===== src/rtl/mini_risc_pkg.sv =====
// Shared Mini-RISC definitions: branch opcodes and the redirect controller state encoding.
package mini_risc_pkg;

  localparam logic [5:0] OP_BZ  = 6'b100000;
  localparam logic [5:0] OP_BMI = 6'b100001;
  localparam logic [5:0] OP_BPL = 6'b100010;
  localparam logic [5:0] OP_BR  = 6'b100011;

  typedef enum logic [1:0] {
    StIdle,
    StEval,
    StRedirect,
    StFlush
  } br_state_e;

  function automatic logic is_branch(logic [5:0] op);
    return (op == OP_BZ) || (op == OP_BMI) || (op == OP_BPL) || (op == OP_BR);
  endfunction

endpackage


===== src/rtl/branch_comparator.sv =====
// Branch condition evaluator: decides taken/not-taken from opcode and the rs operand.
module branch_comparator
  import mini_risc_pkg::*;
(
  input  logic [5:0]  opcode,
  input  logic [31:0] rs_data,
  output logic        taken
);

  always_comb begin
    taken = 1'b0;
    unique case (opcode)
      OP_BZ:   taken = (rs_data == 32'd0);
      OP_BMI:  taken = rs_data[31];
      // Signed strictly-positive: sign clear and non-zero.
      OP_BPL:  taken = !rs_data[31] && (rs_data != 32'd0);
      OP_BR:   taken = 1'b1;
      default: taken = 1'b0;
    endcase
  end

endmodule


===== src/rtl/branch_redirect_ctrl.sv =====
// Resolves Mini-RISC branches and sequences the IF redirect and wrong-path flush.
// Optional statistics counters are built when BRANCH_STATS_EN is defined.
module branch_redirect_ctrl
  import mini_risc_pkg::*;
#(
  parameter int unsigned AW           = 32,
  parameter int unsigned OFFS_W       = 26,
  parameter int unsigned PC_STEP      = 1,
  parameter int unsigned FLUSH_CYCLES = 2
`ifdef BRANCH_STATS_EN
  ,
  parameter int unsigned CNT_W        = 32
`endif
) (
  input  logic              clk,
  input  logic              rst,
  input  logic              br_valid,
  output logic              br_ready,
  input  logic [5:0]        br_opcode,
  input  logic [31:0]       br_rs_data,
  input  logic [AW-1:0]     br_pc,
  input  logic [OFFS_W-1:0] br_offset,
  output logic              redirect_valid,
  input  logic              redirect_ready,
  output logic [AW-1:0]     redirect_pc,
  output logic              stall_fetch,
  output logic              flush
`ifdef BRANCH_STATS_EN
  ,
  output logic [CNT_W-1:0]  stat_branches,
  output logic [CNT_W-1:0]  stat_taken
`endif
);

  localparam int unsigned FW = (FLUSH_CYCLES > 1) ? $clog2(FLUSH_CYCLES + 1) : 1;

  br_state_e         state_q, state_d;
  logic [5:0]        op_q, op_d;
  logic [31:0]       rs_q, rs_d;
  logic [AW-1:0]     pc_q, pc_d;
  logic [OFFS_W-1:0] off_q, off_d;
  logic [AW-1:0]     redir_pc_q, redir_pc_d;
  logic [FW-1:0]     cnt_q, cnt_d;
  logic              taken;
  logic [AW-1:0]     target;

  branch_comparator u_cmp (
    .opcode  (op_q),
    .rs_data (rs_q),
    .taken   (taken)
  );

  // Sum is truncated to AW bits, so the target wraps modulo 2^AW.
  assign target = pc_q + AW'(PC_STEP) + {{(AW - OFFS_W){off_q[OFFS_W-1]}}, off_q};

  always_comb begin
    state_d    = state_q;
    op_d       = op_q;
    rs_d       = rs_q;
    pc_d       = pc_q;
    off_d      = off_q;
    redir_pc_d = redir_pc_q;
    cnt_d      = cnt_q;
    unique case (state_q)
      StIdle: begin
        // Non-branch opcodes are accepted and dropped.
        if (br_valid && is_branch(br_opcode)) begin
          op_d    = br_opcode;
          rs_d    = br_rs_data;
          pc_d    = br_pc;
          off_d   = br_offset;
          state_d = StEval;
        end
      end
      StEval: begin
        if (taken) begin
          redir_pc_d = target;
          state_d    = StRedirect;
        end else begin
          state_d = StIdle;
        end
      end
      StRedirect: begin
        if (redirect_ready) begin
          if (FLUSH_CYCLES > 0) begin
            cnt_d   = FW'(FLUSH_CYCLES);
            state_d = StFlush;
          end else begin
            state_d = StIdle;
          end
        end
      end
      StFlush: begin
        if (cnt_q <= FW'(1)) begin
          state_d = StIdle;
        end else begin
          cnt_d = cnt_q - FW'(1);
        end
      end
    endcase
  end

  always_ff @(posedge clk) begin
    if (rst) begin
      state_q    <= StIdle;
      op_q       <= '0;
      rs_q       <= '0;
      pc_q       <= '0;
      off_q      <= '0;
      redir_pc_q <= '0;
      cnt_q      <= '0;
    end else begin
      state_q    <= state_d;
      op_q       <= op_d;
      rs_q       <= rs_d;
      pc_q       <= pc_d;
      off_q      <= off_d;
      redir_pc_q <= redir_pc_d;
      cnt_q      <= cnt_d;
    end
  end

  // Handshake outputs are forced low during reset, before the state register has settled.
  always_comb begin
    br_ready       = !rst && (state_q == StIdle);
    stall_fetch    = !rst && ((state_q == StEval) || (state_q == StRedirect));
    redirect_valid = !rst && (state_q == StRedirect);
    flush          = !rst && (state_q == StFlush);
    redirect_pc    = redir_pc_q;
  end

`ifdef BRANCH_STATS_EN
  logic [CNT_W-1:0] branches_q, taken_q;

  always_ff @(posedge clk) begin
    if (rst) begin
      branches_q <= '0;
      taken_q    <= '0;
    end else if (state_q == StEval) begin
      if (branches_q != '1) begin
        branches_q <= branches_q + CNT_W'(1);
      end
      if (taken && (taken_q != '1)) begin
        taken_q <= taken_q + CNT_W'(1);
      end
    end
  end

  assign stat_branches = branches_q;
  assign stat_taken    = taken_q;
`endif

endmodule


===== config.mk =====
export PLATFORM = sky130hd
export DESIGN_NAME = branch_redirect_ctrl
export DESIGN_NICKNAME = d
export VERILOG_FILES = /design/src/rtl/mini_risc_pkg.sv /design/src/rtl/branch_comparator.sv /design/src/rtl/branch_redirect_ctrl.sv
export SDC_FILE = /design/constraint.sdc
export NUM_CORES = 1
export LEC_CHECK = 0
export ABC_CLOCK_PERIOD_IN_PS = 2790
export BUFFER_PORTS_ARGS = -buffer_cell sky130_fd_sc_hd__buf_2
export CORE_ASPECT_RATIO = 0.5
export CORE_UTILIZATION = 30
export CTS_BUF_LIST = sky130_fd_sc_hd__clkbuf_8
export CTS_CLUSTER_DIAMETER = 100
export DETAILED_ROUTE_END_ITERATION = 8
export PLACE_DENSITY = 0.57
export SYNTH_ARGS = -nofsm -noshare
export SYNTH_HDL_FRONTEND = slang
export SYNTH_HIERARCHICAL = 1
export SYNTH_SLANG_ARGS = --single-unit

===== constraint.sdc =====
create_clock -name clk -period 2.79 [get_ports clk]
set_input_delay 0.1395 -clock clk [delete_from_list [all_inputs] [get_ports clk]]
set_output_delay 0.1395 -clock clk [all_outputs]
set_load 0.005 [all_outputs]

==> results.cfg, run 1 <==
[outcome]
status = finished, final reports clean

[finish]
layout-drive-gt1-share = 0.195
n_antenna_cell = 0
area_growth_pct = 38.2
final_net_count = 1207

[sta]
post-route-period-util = 0.965
report.final.slew_viol_count = 0
max_freq_mhz = 371
fin_skew_ns = 0.00805
hold_viol_final = 0
max_slew.worst_pin.slew_ns = 0.822
grt_setup_unrepaired = no
slew_headroom = 0.452
timing.setup.tns_ns = 0
post-route-min-period_ns = 2.69
setup_viol = 0

[critical_path]
worstSetupPathType = flip-flop to flip-flop
critPathRequiredTime_ns = 3.16
worst-path-max-fanout = 5
arrival_ns = 3.07
cp-start-kind = flip-flop
cp-end-kind = flip-flop

[clock_tree]
cts_htree_levels = 4
cts_tree = done
cts_made_buffers = 17
cts_sinks = 132
cts_buffer_depth = 2
clk_latency_ns = 0.45
cts.reportedPaths.clkPinSlew_ns = 0.08
cts-root-buf = clkbuf_8

[power_and_ir_drop]
p_switching_mw = 0.980
power_frac_seq = 0.472
p_leak_nw = 3.76
clkPwrFrac = 0.441
sw_frac_of_total = 0.241
p_int_mw = 3.08
power.total_mw = 4.06
ir_drop_mv = 0.328
p_comb_frac = 0.088
power_density_nw_per_um2 = 449

[die]
rows = 37
die_w_um = 211
dieHeight_um = 106
core_um2 = 21000
ioPinCount = 136
die-area_um2 = 22500
initial_core_util = 0.312

[place]
hpwl_um = 14500
gp_congestion = 0.845
portBuffers = 135

[logic_synthesis]
syn_nets = 988
synth.largest_area_cell = dfxtp_1
synth_flop_cell = dfxtp_1
avgSynthCellArea_um2 = 7.71
synth_edf_count = 0
synth_common_cells = nand2_1, a21oi_1, dfxtp_1
synthCells = 850
ys_seq_area_frac = 0.403
synth-seq-cells = 132
syn_area_um2 = 6550
synth.distinct_cells = 61
synth_top_area_share = 0.403
yosysWarnings = 6
synth.most_common_cell = nand2_1
synthTopCellsByArea = dfxtp_1, nand2_1, a21oi_1
synthArstFlopShare = 0

[drt]
drc = 0
route.detailed.wl_per_inst_um = 15.3
vias_per_cell = 4.95
drt-total-wl_um = 21000
drt_iter0_markers = 453
ant_nets = 0
vias = 6808
firstDrtPassIters = 5

[grt]
grt_overflow = 0
grt_antenna_before_repair = 1
grt_pass1_wl_um = 33100
grt.total_usage = 0.190
grt_max_degree = 96
grt_pass1_vias = 6382

[worst_hold_path]
min_path_type = primary input to flip-flop

[flow_run]
cap_violations = 0
[sequential cells by signal, summed over array words and instances, names as in the netlist, named ones only]
name	count
state_q	1
rs_q	32
cnt_q	2
pc_q	32
op_q	6
off_q	26
redirect_pc	32
[kinds of logic after synthesis]
group,count (synthesis),share of synthesized area
AOI/OAI and AO/OA,233,0.215
xor gates and xnor gates,18,0.0241
adders and majority gates,38,0.0737
buffers and inverters,67,0.0384
DFF,132,0.403
muxes,3,0.00458
and+or+nand+nor,359,0.241
[metrics by stage]
stage	std cells	hold WS (ns)	utilization	cell area, µm²	setup WS (ns)
6_report	1374	0.144	0.432	9050	0.0981
5_1_grt	1374	0.160	0.432	9050	0.00445
4_1_cts	1370	0.115	0.428	8980	0.0302
3_5_place_dp	1246	0.388	0.364	7630	0.0642
3_3_place_gp	1246	0.381	0.364	7630	0.122
2_1_floorplan	850	0.275	-	6550	0.323
[final cells by class]
| class | count | area, µm² |
|---|---|---|
| Clock buffer | 18 | 248 |
| Timing Repair Buffer | 253 | 1860 |
| Clock inverter | 14 | 185 |
| Fill cell | 2122 | 11900 |
| Sequential cell | 132 | 2640 |
| Multi-Input combinational cell | 651 | 3700 |
| Inverter | 14 | 52.6 |
| Tap cell | 292 | 365 |
[placed cells by master, fill, tap and decap left out, drive strengths merged, types with 5 or more instances in the layout]
cell	instances
nor4b	5
ha	37
clkbuf	18
nor2b	7
xor2	7
inv	14
a31oi	8
a211oi	9
xnor2	11
buf	161
nand2	241
or3	7
and3	9
a21oi	142
o21ai	21
dlygate4sd3	92
nor3	8
nor4	11
o31ai	5
dfxtp	132
clkinv	7
nand4	9
nand3	18
a21o	13
nor2	26
[critical path, stage by stage (launching register included)]
cell and delay (ns):
dfxtp_1 0.34, ha_1 0.38, and2_1 0.26, nand3_1 0.17
nor4_1 0.35, a211o_1 0.17, a21oi_2 0.05, or4_4 0.57
or2_1 0.24, o2111ai_1 0.10
[power groups by stage]
stage	combinational (mW)	sequential, mW	clock (mW)
after floorplan	0.126	1.96	0
after global placement	0.247	1.96	0
after detailed placement	0.250	1.96	0
after CTS	0.350	1.92	1.83
after global routing	0.388	1.92	1.92
final	0.356	1.92	1.79
[layer usage]
layer  global-route usage  part of all wire
met1                0.266              0.50
met2                0.284              0.43
met3               0.0470             0.059
met4               0.0549             0.012
met5                    0           0.00062
[final timing paths]
check	startpoint	to	slack (ns)	cells past startpoint
setup reg to reg	pc_q[17]	redirect_pc[30]	0.1	9
setup / recovery	pc_q[17]	redirect_pc[30]	0.1	9
hold reg to reg	redirect_pc[7]	redirect_pc[7]	0.45	2
hold / removal	redirect_ready	cnt_q[0]	0.14	5
[what timing repair did]
item                       in CTS  in global routing
hold endpoints to repair       92                  0
setup buffers                   0                  4
setup endpoints to repair       0                 11
hold buffers                   92                  0
resized for setup               0                 10
Power figures use the tool's default switching activity.
==> run 2: changes to the inputs <==
- CORE_ASPECT_RATIO: 0.5 -> 0.7
- CTS_CLUSTER_DIAMETER: 100 -> 40
==> results.cfg, run 2 (same netlist as run 1, synthesis figures left out) <==
[place]
place_area_um2 = 7590
dpl.cell_count = 1230
gp_congestion = 0.852
hpwl_um = 13800
post-place-ws_ns = 0.0715
portBuffers = 135

[die]
dieHeight_um = 126
core_um2 = 21100
rows = 44
die_w_um = 179
die-area_um2 = 22400
ioPinCount = 136
initial_core_util = 0.311

[critical_path]
critPathRequiredTime_ns = 3.16
worstSetupPathType = flip-flop to flip-flop
reg2reg_from = pc_q[17]
cp-start-kind = flip-flop
worst-path-max-fanout = 5
r2r_setup_slack_ns = 0.15
reg2regPathDepth = 9
cp-end-kind = flip-flop
arrival_ns = 3.01
rr_endpoint = redirect_pc[30]

[outcome]
status = finished, final reports clean

[drt]
ant_nets = 0
vias_per_cell = 4.90
drc = 0
route.detailed.wl_per_inst_um = 14.8
drt_iter0_markers = 447
firstDrtPassIters = 5
vias = 6634
drt-total-wl_um = 20000

[finish]
layout-drive-gt1-share = 0.195
mostFrequentLayoutCells = nand2_1, a21oi_1, buf_2
final_net_count = 1204
n_antenna_cell = 0
final_common_cell = nand2_1
area_growth_pct = 38.0
fillers = 2157
design_area_um2 = 9040
final_cells = 1355

[sta]
timing.setup.tns_ns = 0
setup_viol = 0
max_slew.worst_pin.slew_ns = 0.605
max_freq_mhz = 379
hold_viol_final = 0
post-route-period-util = 0.945
report.final.slew_viol_count = 0
fin_skew_ns = 0.0122
post-route-min-period_ns = 2.64
slew_headroom = 0.597
setup_ws_ns = 0.152
grt_setup_unrepaired = no

[grt]
grt.total_usage = 0.186
grt_pass1_wl_um = 33300
grt_antenna_before_repair = 0
grt_max_degree = 96
grt_overflow = 0
grt_pass1_vias = 6425

[flow_run]
cap_violations = 0

[clock_tree]
cts.reportedPaths.clkPinSlew_ns = 0.08
cts_sinks = 132
cts-root-buf = clkbuf_8
cts_tree = done
cts_buffer_depth = 2
clk_latency_ns = 0.46
cts_htree_levels = 4
cts_made_buffers = 17

[power_and_ir_drop]
p_leak_nw = 3.74
power_density_nw_per_um2 = 460
ir_drop_mv = 0.278

[worst_hold_path]
min_path_type = primary input to flip-flop
min_path_cells = 2
min_to = rs_q[9]
min_from = rst
run 2: cell count changes in the layout (fill, tap and decap cells not counted), moves of 2 or more:
cell / before / now
inv_6: 0 / 2
clkinv_2: 5 / 1
nor4_2: 0 / 3
buf_12: 5 / 3
nor4_1: 11 / 8
run 2: timing repair:
action                                  in CTS  in global routing
hold buffers                                92                  0
gates resized for setup                      0                 12
endpoints found under the hold margin       92                  0
endpoints found under the setup margin       0                 15
setup buffers                                0                  1
run 2: power breakdown:
part / switching (mW) / leakage [nW] / internal, mW
logic: 0.163 / 2.46 / 0.192
registers: 0.0151 / 1.06 / 1.90
clock network: 0.819 / 0.219 / 1.07
total: 0.998 / 3.74 / 3.16
run 2: worst max path at each step:
stage / start / endpoint / slack [ns] / cells past startpoint
after CTS: pc_q[0] / redirect_pc[24] / 0.04 / 11
after floorplan: pc_q[4] / redirect_pc[27] / 0.32 / 9
after global placement: pc_q[0] / redirect_pc[30] / 0.11 / 12
after detailed placement: off_q[0] / redirect_pc[24] / 0.07 / 11
after global routing: pc_q[6] / redirect_pc[21] / 0.008 / 10
final: pc_q[17] / redirect_pc[30] / 0.15 / 9
run 2: final cells by class:
class,count,area (µm²),area share
multi-input combinational,651,3730,0.412
tap,276,345,0.0382
sequential,132,2640,0.292
clock buffer,17,234,0.0259
timing repair buffer,250,1810,0.200
clock inverter,15,229,0.0253
inverter,14,52.6,0.00581
run 2: stage by stage:
| step | power [mW] | hold slack [ns] | utilization |
|---|---|---|---|
| final | 4.16 | 0.116 | 0.429 |
| after global routing | 4.33 | 0.108 | 0.429 |
| after CTS | 4.19 | 0.0856 | 0.425 |
| after detailed placement | 2.21 | 0.386 | 0.360 |
| after global placement | 2.21 | 0.381 | 0.360 |
| after floorplan | 2.08 | 0.275 | - |
run 2: layer usage:
metal | up-vias | routed length, µm | track usage | share of wire
li1 | 3405 | - | - | -
met1 | 3038 | 11100 | 0.290 | 0.56
met2 | 171 | 7710 | 0.253 | 0.38
met3 | 20 | 979 | 0.0414 | 0.049
met4 | 0 | 212 | 0.0454 | 0.011
met5 | - | 0 | 0 | 0
run 2: critical path, stage by stage, from the launching register on:
cell	delay, ns
dfxtp_1	0.33
ha_1	0.39
and2_1	0.24
nand3_1	0.18
nor4_1	0.28
a211o_1	0.19
a21oi_4	0.06
or4_1	0.55
or2_1	0.24
o2111ai_1	0.10
